`src/rtl/panic_perf_pkg.sv`:
```
// Shared definitions for the PANIC latency statistics block: FSM encoding,
// accumulator widths and the saturating arithmetic used by the buckets.
`ifndef PANIC_DESC_TS_SIZE
`define PANIC_DESC_TS_SIZE 48
`endif

package panic_perf_pkg;

    typedef enum logic {
        IDLE = 1'b0,
        DUMP = 1'b1
    } state_t;

    localparam int SUM_W = 64;
    localparam int CNT_W = 32;

    function automatic logic [SUM_W-1:0] sat_add_sum(input logic [SUM_W-1:0] a,
                                                     input logic [SUM_W-1:0] b);
        logic [SUM_W:0] s;
        s = {1'b0, a} + {1'b0, b};
        return s[SUM_W] ? '1 : s[SUM_W-1:0];
    endfunction

    function automatic logic [CNT_W-1:0] sat_inc_cnt(input logic [CNT_W-1:0] a);
        return (a == '1) ? a : a + CNT_W'(1);
    endfunction

endpackage

```
`src/rtl/perf_laten_sched_if.sv`:
```
// Sample input, snapshot control and report stream of perf_laten_sched.
`ifndef PANIC_DESC_TS_SIZE
`define PANIC_DESC_TS_SIZE 48
`endif

interface perf_laten_sched_if
    import panic_perf_pkg::*;
#(
    parameter int CLASS_WIDTH = 5,
    parameter int LAT_WIDTH   = `PANIC_DESC_TS_SIZE
);
    logic                   s_sample_valid;
    logic [CLASS_WIDTH-1:0] s_sample_class;
    logic [LAT_WIDTH-1:0]   s_sample_latency;
    logic                   snap_req;
    logic                   snap_clear;
    logic                   snap_busy;
    logic                   m_rpt_valid;
    logic                   m_rpt_ready;
    logic [CLASS_WIDTH-1:0] m_rpt_class;
    logic [SUM_W-1:0]       m_rpt_lat_sum;
    logic [CNT_W-1:0]       m_rpt_count;
    logic                   m_rpt_last;
    logic [31:0]            drop_count;

    // slave: the statistics block itself
    modport slave (
        input  s_sample_valid, s_sample_class, s_sample_latency,
        input  snap_req, snap_clear, m_rpt_ready,
        output snap_busy, m_rpt_valid, m_rpt_class, m_rpt_lat_sum,
        output m_rpt_count, m_rpt_last, drop_count
    );

    // master: timestamp tap plus register block driving it
    modport master (
        output s_sample_valid, s_sample_class, s_sample_latency,
        output snap_req, snap_clear, m_rpt_ready,
        input  snap_busy, m_rpt_valid, m_rpt_class, m_rpt_lat_sum,
        input  m_rpt_count, m_rpt_last, drop_count
    );

endinterface

```
`src/rtl/perf_bucket_bank.sv`:
```
// Live and shadow latency buckets: saturating accumulate, snapshot copy and
// optional clear of the live set at the snapshot edge.
module perf_bucket_bank
    import panic_perf_pkg::*;
#(
    parameter int CLASS_NUM   = 5,
    parameter int CLASS_WIDTH = 5,
    parameter int LAT_WIDTH   = 48
) (
    input  logic                             clk,
    input  logic                             rst,
    input  logic                             sample_valid,
    input  logic [CLASS_WIDTH-1:0]           sample_class,
    input  logic [LAT_WIDTH-1:0]             sample_latency,
    input  logic                             snap,
    input  logic                             clear,
    output logic [CLASS_NUM-1:0][SUM_W-1:0]  live_lat,
    output logic [CLASS_NUM-1:0][CNT_W-1:0]  live_cnt,
    output logic [CLASS_NUM-1:0][SUM_W-1:0]  shadow_lat,
    output logic [CLASS_NUM-1:0][CNT_W-1:0]  shadow_cnt
);

    logic [SUM_W-1:0] lat_ext;

    assign lat_ext = SUM_W'(sample_latency);

    always_ff @(posedge clk or posedge rst) begin
        if (rst) begin
            live_lat   <= '0;
            live_cnt   <= '0;
            shadow_lat <= '0;
            shadow_cnt <= '0;
        end else begin
            // shadow captures pre-edge live values, so this edge's sample is excluded
            if (snap) begin
                shadow_lat <= live_lat;
                shadow_cnt <= live_cnt;
            end
            for (int c = 0; c < CLASS_NUM; c++) begin
                if (snap && clear) begin
                    if (sample_valid && sample_class == CLASS_WIDTH'(c)) begin
                        live_lat[c] <= lat_ext;
                        live_cnt[c] <= CNT_W'(1);
                    end else begin
                        live_lat[c] <= '0;
                        live_cnt[c] <= '0;
                    end
                end else if (sample_valid && sample_class == CLASS_WIDTH'(c)) begin
                    live_lat[c] <= sat_add_sum(live_lat[c], lat_ext);
                    live_cnt[c] <= sat_inc_cnt(live_cnt[c]);
                end
            end
        end
    end

endmodule

```
`src/rtl/perf_laten_sched.sv`:
```
// Per-class latency statistics: bucket bank plus snapshot/readout FSM, report
// index and saturating drop counter for out-of-range classes.
`ifndef PANIC_DESC_TS_SIZE
`define PANIC_DESC_TS_SIZE 48
`endif

module perf_laten_sched
    import panic_perf_pkg::*;
#(
    parameter int CLASS_NUM   = 5,
    parameter int CLASS_WIDTH = 5,
    parameter int LAT_WIDTH   = `PANIC_DESC_TS_SIZE
) (
    input  logic               clk,
    input  logic               rst,
    perf_laten_sched_if.slave  bus
);

    logic [CLASS_NUM-1:0][SUM_W-1:0] live_lat, shadow_lat;
    logic [CLASS_NUM-1:0][CNT_W-1:0] live_cnt, shadow_cnt;

    state_t                 state_q, state_d;
    logic                   snap_take, beat_fire, advance;
    logic [CLASS_WIDTH-1:0] idx_q, idx_nxt;
    logic [SUM_W-1:0]       nxt_lat;
    logic [CNT_W-1:0]       nxt_cnt;
    logic [CLASS_WIDTH-1:0] rpt_class_q;
    logic [SUM_W-1:0]       rpt_lat_q;
    logic [CNT_W-1:0]       rpt_cnt_q;
    logic                   rpt_last_q;
    logic [31:0]            drop_q;

    perf_bucket_bank #(
        .CLASS_NUM  (CLASS_NUM),
        .CLASS_WIDTH(CLASS_WIDTH),
        .LAT_WIDTH  (LAT_WIDTH)
    ) u_bank (
        .clk           (clk),
        .rst           (rst),
        .sample_valid  (bus.s_sample_valid),
        .sample_class  (bus.s_sample_class),
        .sample_latency(bus.s_sample_latency),
        .snap          (snap_take),
        .clear         (bus.snap_clear),
        .live_lat      (live_lat),
        .live_cnt      (live_cnt),
        .shadow_lat    (shadow_lat),
        .shadow_cnt    (shadow_cnt)
    );

    always_ff @(posedge clk or posedge rst) begin
        if (rst) state_q <= IDLE;
        else     state_q <= state_d;
    end

    always_comb begin
        state_d = state_q;
        case (state_q)
            IDLE:    if (bus.snap_req) state_d = DUMP;
            DUMP:    if (bus.m_rpt_ready && rpt_last_q) state_d = IDLE;
            default: state_d = IDLE;
        endcase
    end

    always_comb begin
        snap_take = (state_q == IDLE) && bus.snap_req;
        beat_fire = (state_q == DUMP) && bus.m_rpt_ready;
        advance   = beat_fire && !rpt_last_q;
    end

    assign idx_nxt = idx_q + CLASS_WIDTH'(1);

    always_comb begin
        nxt_lat = '0;
        nxt_cnt = '0;
        for (int c = 0; c < CLASS_NUM; c++) begin
            if (idx_nxt == CLASS_WIDTH'(c)) begin
                nxt_lat = shadow_lat[c];
                nxt_cnt = shadow_cnt[c];
            end
        end
    end

    // beat 0 comes straight from live values: the shadow is only written at this edge
    always_ff @(posedge clk or posedge rst) begin
        if (rst) begin
            idx_q       <= '0;
            rpt_class_q <= '0;
            rpt_lat_q   <= '0;
            rpt_cnt_q   <= '0;
            rpt_last_q  <= 1'b0;
        end else if (snap_take) begin
            idx_q       <= '0;
            rpt_class_q <= '0;
            rpt_lat_q   <= live_lat[0];
            rpt_cnt_q   <= live_cnt[0];
            rpt_last_q  <= (CLASS_NUM == 1);
        end else if (advance) begin
            idx_q       <= idx_nxt;
            rpt_class_q <= idx_nxt;
            rpt_lat_q   <= nxt_lat;
            rpt_cnt_q   <= nxt_cnt;
            rpt_last_q  <= (idx_nxt == CLASS_WIDTH'(CLASS_NUM - 1));
        end
    end

    always_ff @(posedge clk or posedge rst) begin
        if (rst) begin
            drop_q <= '0;
        end else if (bus.s_sample_valid && bus.s_sample_class >= CLASS_WIDTH'(CLASS_NUM)
                     && drop_q != '1) begin
            drop_q <= drop_q + 32'd1;
        end
    end

    assign bus.snap_busy     = (state_q == DUMP);
    assign bus.m_rpt_valid   = (state_q == DUMP);
    assign bus.m_rpt_class   = rpt_class_q;
    assign bus.m_rpt_lat_sum = rpt_lat_q;
    assign bus.m_rpt_count   = rpt_cnt_q;
    assign bus.m_rpt_last    = rpt_last_q;
    assign bus.drop_count    = drop_q;

endmodule

```
`src/flat_wrapper.sv`:
```
// flat-port wrapper written by rule: the top's interface ports become plain ports
module perf_laten_sched_flat import panic_perf_pkg::*;
#(
    parameter int CLASS_NUM   = 5,
    parameter int CLASS_WIDTH = 5,
    parameter int LAT_WIDTH   = `PANIC_DESC_TS_SIZE
)
  (clk, rst, bus_s_sample_valid, bus_s_sample_class, bus_s_sample_latency, bus_snap_req, bus_snap_clear, bus_m_rpt_ready, bus_snap_busy, bus_m_rpt_valid, bus_m_rpt_class, bus_m_rpt_lat_sum, bus_m_rpt_count, bus_m_rpt_last, bus_drop_count);
  perf_laten_sched_if #(.CLASS_WIDTH(CLASS_WIDTH), .LAT_WIDTH(LAT_WIDTH)) bus_i ();
  input  logic clk;
  input  logic rst;
  input wire logic [$bits(bus_i.s_sample_valid)-1:0] bus_s_sample_valid;
  input wire logic [$bits(bus_i.s_sample_class)-1:0] bus_s_sample_class;
  input wire logic [$bits(bus_i.s_sample_latency)-1:0] bus_s_sample_latency;
  input wire logic [$bits(bus_i.snap_req)-1:0] bus_snap_req;
  input wire logic [$bits(bus_i.snap_clear)-1:0] bus_snap_clear;
  input wire logic [$bits(bus_i.m_rpt_ready)-1:0] bus_m_rpt_ready;
  output wire logic [$bits(bus_i.snap_busy)-1:0] bus_snap_busy;
  output wire logic [$bits(bus_i.m_rpt_valid)-1:0] bus_m_rpt_valid;
  output wire logic [$bits(bus_i.m_rpt_class)-1:0] bus_m_rpt_class;
  output wire logic [$bits(bus_i.m_rpt_lat_sum)-1:0] bus_m_rpt_lat_sum;
  output wire logic [$bits(bus_i.m_rpt_count)-1:0] bus_m_rpt_count;
  output wire logic [$bits(bus_i.m_rpt_last)-1:0] bus_m_rpt_last;
  output wire logic [$bits(bus_i.drop_count)-1:0] bus_drop_count;
  assign bus_i.s_sample_valid = bus_s_sample_valid;
  assign bus_i.s_sample_class = bus_s_sample_class;
  assign bus_i.s_sample_latency = bus_s_sample_latency;
  assign bus_i.snap_req = bus_snap_req;
  assign bus_i.snap_clear = bus_snap_clear;
  assign bus_i.m_rpt_ready = bus_m_rpt_ready;
  assign bus_snap_busy = bus_i.snap_busy;
  assign bus_m_rpt_valid = bus_i.m_rpt_valid;
  assign bus_m_rpt_class = bus_i.m_rpt_class;
  assign bus_m_rpt_lat_sum = bus_i.m_rpt_lat_sum;
  assign bus_m_rpt_count = bus_i.m_rpt_count;
  assign bus_m_rpt_last = bus_i.m_rpt_last;
  assign bus_drop_count = bus_i.drop_count;
  perf_laten_sched #(.CLASS_NUM(CLASS_NUM), .CLASS_WIDTH(CLASS_WIDTH), .LAT_WIDTH(LAT_WIDTH)) u_core (.clk(clk), .rst(rst), .bus(bus_i));
endmodule
```
`config.mk`:
```
export PLATFORM = sky130hd
export DESIGN_NAME = perf_laten_sched_flat
export DESIGN_NICKNAME = d
export VERILOG_FILES = /design/src/rtl/panic_perf_pkg.sv /design/src/rtl/perf_laten_sched_if.sv /design/src/rtl/perf_bucket_bank.sv /design/src/rtl/perf_laten_sched.sv /design/src/flat_wrapper.sv
export SDC_FILE = /design/constraint.sdc
export NUM_CORES = 2
export LEC_CHECK = 0
export BUFFER_PORTS_ARGS = -buffer_cell sky130_fd_sc_hd__buf_2
export CORE_UTILIZATION = 68
export DETAILED_ROUTE_END_ITERATION = 10
export PLACE_DENSITY = 0.83
export SYNTH_ARGS = -nofsm -noshare
export SYNTH_HDL_FRONTEND = slang
export SYNTH_SLANG_ARGS = --single-unit
```
`constraint.sdc`:
```
create_clock -name clk -period 79.8 [get_ports clk]
set_input_delay 15.96 -clock clk [delete_from_list [all_inputs] [get_ports clk]]
set_output_delay 15.96 -clock clk [all_outputs]
set_load 0.01 [all_outputs]
```
==> metrics.yaml <==
die_area_um2: 93100
hold_violations: 0
hold_slack_ns: 0.475
fin_total_pwr_mw: 2.38
routed_wl_um: 198000
drtIter0Drc: 7122
start_util: 0.690
hpwl_um: 135000
wl_per_cell_um: 23.1
synth_edf_count: 0
clkLatencyLatePin_ns: 0.74
status: "complete, no violations"
fin_skew_ns: 0.0227
crit_buf_inv: 1
drc: 0
first_pass_iters: 7
grt_max_degree: 218
synth_top_area_cell: "dfrtp_1"
crit_required_ns: 80.43
min_path_type: "reg2reg"
ir_worst_vdd_mv: 0.0228
area_growth_pct: 8.64
use_met2: 0.655
cts.sinks: 1095
die_w_um: 305
cts_tree: "built"
slew_headroom: 0.182
synth_cell_types: 112
gp_congestion: 1.01
met3_usage: 0.0818
port_buffers: 194
fin_crit_sh: 0.248
startpoint_type: "primary input"
slew_viol_final: 0
max_freq_mhz: 50.4
cts_buffers: 112
drive_gt1_frac: 0.0767
num_rows: 110
rsz0062_at_grt: "false"
p_per_area_nw_per_um2: 35.0
fin_crit_ns: 19.82
critPathMostFrequentCell: "a211oi_1"
ioPinCount: 195
synth_ff_type: "dfrtp_1"
synth_area_per_cell_um2: 8.49
core_area_um2: 90600
synthArstFlopShare: 1.00
ctsResizeCount: 0
cp_top_family: "compound AO/OA/AOI/OAI gates"
path_cells: "buf_2 > ha_1 > fa_1 > a211oi_1 > o21ai_0 > a31oi_1 > a21oi_2 > o2111ai_1 > a21o_1 > o31ai_2 > nor2b_1 > nor3_1 > a211oi_1"
synth_area_um2: 62500
final_cell_mix: "nand2_1 (2,058), dfrtp_1 (1,095), nor2_1 (439)"
grt_use_met1: 0.575
ys_seq_elements: 1095
clkTransAtPathRegs_ns: 0.06
final-setup-viol-count: 0
syn_nets: 7676
post-cts-setup-buffers: 0
ant_nets: 0
tightest_slew_ns: 1.22
grt_pass1_vias: 55400
grt.busiest_layer: "met2"
vias_per_cell: 6.73
synth-seq-area-share: 0.439
fin_setup_tns_ns: 0
path_class: "in2reg"
fp.dieH_um: 305
mostFrequentLayoutCell: "nand2_1"
final_nets: 7612
vias: 57700
cpMaxStageDelayCell: "nor2b_1"
cap_violations: 0
critPathMaxFanout: 10
endpoint_kind: "flip-flop"
synthCells: 7361
grt_antenna_before_repair: 3
ctsLongestPathBuffers: 3
synth_top_area_share: 0.439
cpPeakStageDelay_ns: 0.99
n_fill_cell: 6667
cts_hold_buffers: 0
yosysWarnings: 0
grt_pass1_wl_um: 312000
power.leakage_nw: 32.8
gr-total-overflow: 0
ctsHtreeMaxLevel: 3
netlist_top_cells_area: "dfrtp_1 (44%), nand2_1 (12%), ha_1 (5.0%)"
cts-root-buf: "clkbuf_16"
cp.arrival_ns: 20.45
track_usage: 0.423
power by group:
part / switching, mW / internal [mW]
logic: 0.625 / 0.376
registers: 0.120 / 0.683
clock network: 0.237 / 0.336
total: 0.982 / 1.40
cells by family after synthesis:
kind of cell,after synthesis,share of synthesized area
buffers and inverters,515,0.0326
and+or+nand+nor,3240,0.224
xor gates and xnor gates,375,0.0526
DFF,1095,0.439
muxes,18,0.00290
AOI/OAI and AO/OA,1862,0.197
adders and majority gates,256,0.0519
cell type report:
cell class / count / area [um^2] / share of cell area
diodes: 1 / 2.50 / 0.0000369
flip-flops and latches: 1095 / 27400 / 0.404
clock buffers: 158 / 3320 / 0.0489
inverters: 81 / 312 / 0.00459
well taps: 1176 / 1470 / 0.0217
multi-input cells: 5751 / 33200 / 0.488
repair buffers: 256 / 1510 / 0.0223
clock inverters: 51 / 698 / 0.0103
worst register-to-register path: stages, from the launching register on:
cell	delay, ns
dfrtp_1	0.41
ha_1	0.24
fa_1	0.43
a211oi_1	0.39
o211a_1	0.27
a2bb2oi_1	0.43
a211oi_1	0.31
o31ai_1	0.34
nand2_1	0.14
nand2b_1	0.58
nand2_1	0.11
buf_4	0.32
nor3_1	0.36
a21boi_1	0.12
o21a_1	0.20
path summary, 6_finish.rpt:
path,startpoint,to,slack [ns],cells past startpoint
min in group asynchronous,rst,u_core.u_bank.live_cnt[57],15.32,2
worst max register to register,u_core.u_bank.live_lat[64],u_core.u_bank.live_lat[125],75.05,14
max in group asynchronous,rst,u_core.u_bank.live_lat[306],61.15,5
worst max-delay path,bus_s_sample_latency[0],u_core.u_bank.live_lat[236],59.98,13
worst min-delay path,u_core.u_bank.shadow_lat[193],u_core.u_bank.shadow_lat[193],0.48,2
worst min register to register,u_core.u_bank.shadow_lat[193],u_core.u_bank.shadow_lat[193],0.48,2
state kept, by name, summed over array words and instances (netlist names):
register,flops
u_core.u_bank.live_lat,320
u_core.u_bank.shadow_lat,320
u_core.u_bank.live_cnt,160
u_core.u_bank.shadow_cnt,160
u_core.bus.m_rpt_lat_sum,64
u_core.bus.drop_count,32
u_core.bus.m_rpt_count,32
u_core.idx_q,5
u_core.bus.m_rpt_last,1
u_core.bus.m_rpt_valid,1
stage by stage:
step	setup slack [ns]	cell area, um^2	utilization	std cells
after floorplan	33.01	62500	-	7361
after global placement	59.54	63800	0.705	8359
after detailed placement	59.46	63800	0.705	8359
after CTS	60.21	67900	0.749	8568
after global routing	59.76	67900	0.749	8569
final	59.98	67900	0.749	8569
metal layers:
metal  part of all wire  up-vias
met5                  0        -
met4              0.052        0
met3               0.10      578
met2               0.45     3217
met1               0.39    28100
li1                   -    25800
cells in the mapped netlist, types with 88 or more instances:
| cell | n |
|---|---|
| a221oi_1 | 103 |
| o21ai_0 | 417 |
| ha_1 | 251 |
| a22oi_1 | 106 |
| nor3_1 | 98 |
| o211ai_1 | 115 |
| a21o_1 | 152 |
| xnor2_1 | 182 |
| nand2_1 | 2058 |
| nand3_1 | 175 |
| o22ai_1 | 88 |
| clkbuf_1 | 373 |
| a21oi_1 | 354 |
| dfrtp_1 | 1095 |
| nand4_1 | 106 |
| xor2_1 | 193 |
| nor2_1 | 447 |
| a211oi_1 | 130 |
Power figures use the tool's default switching activity.
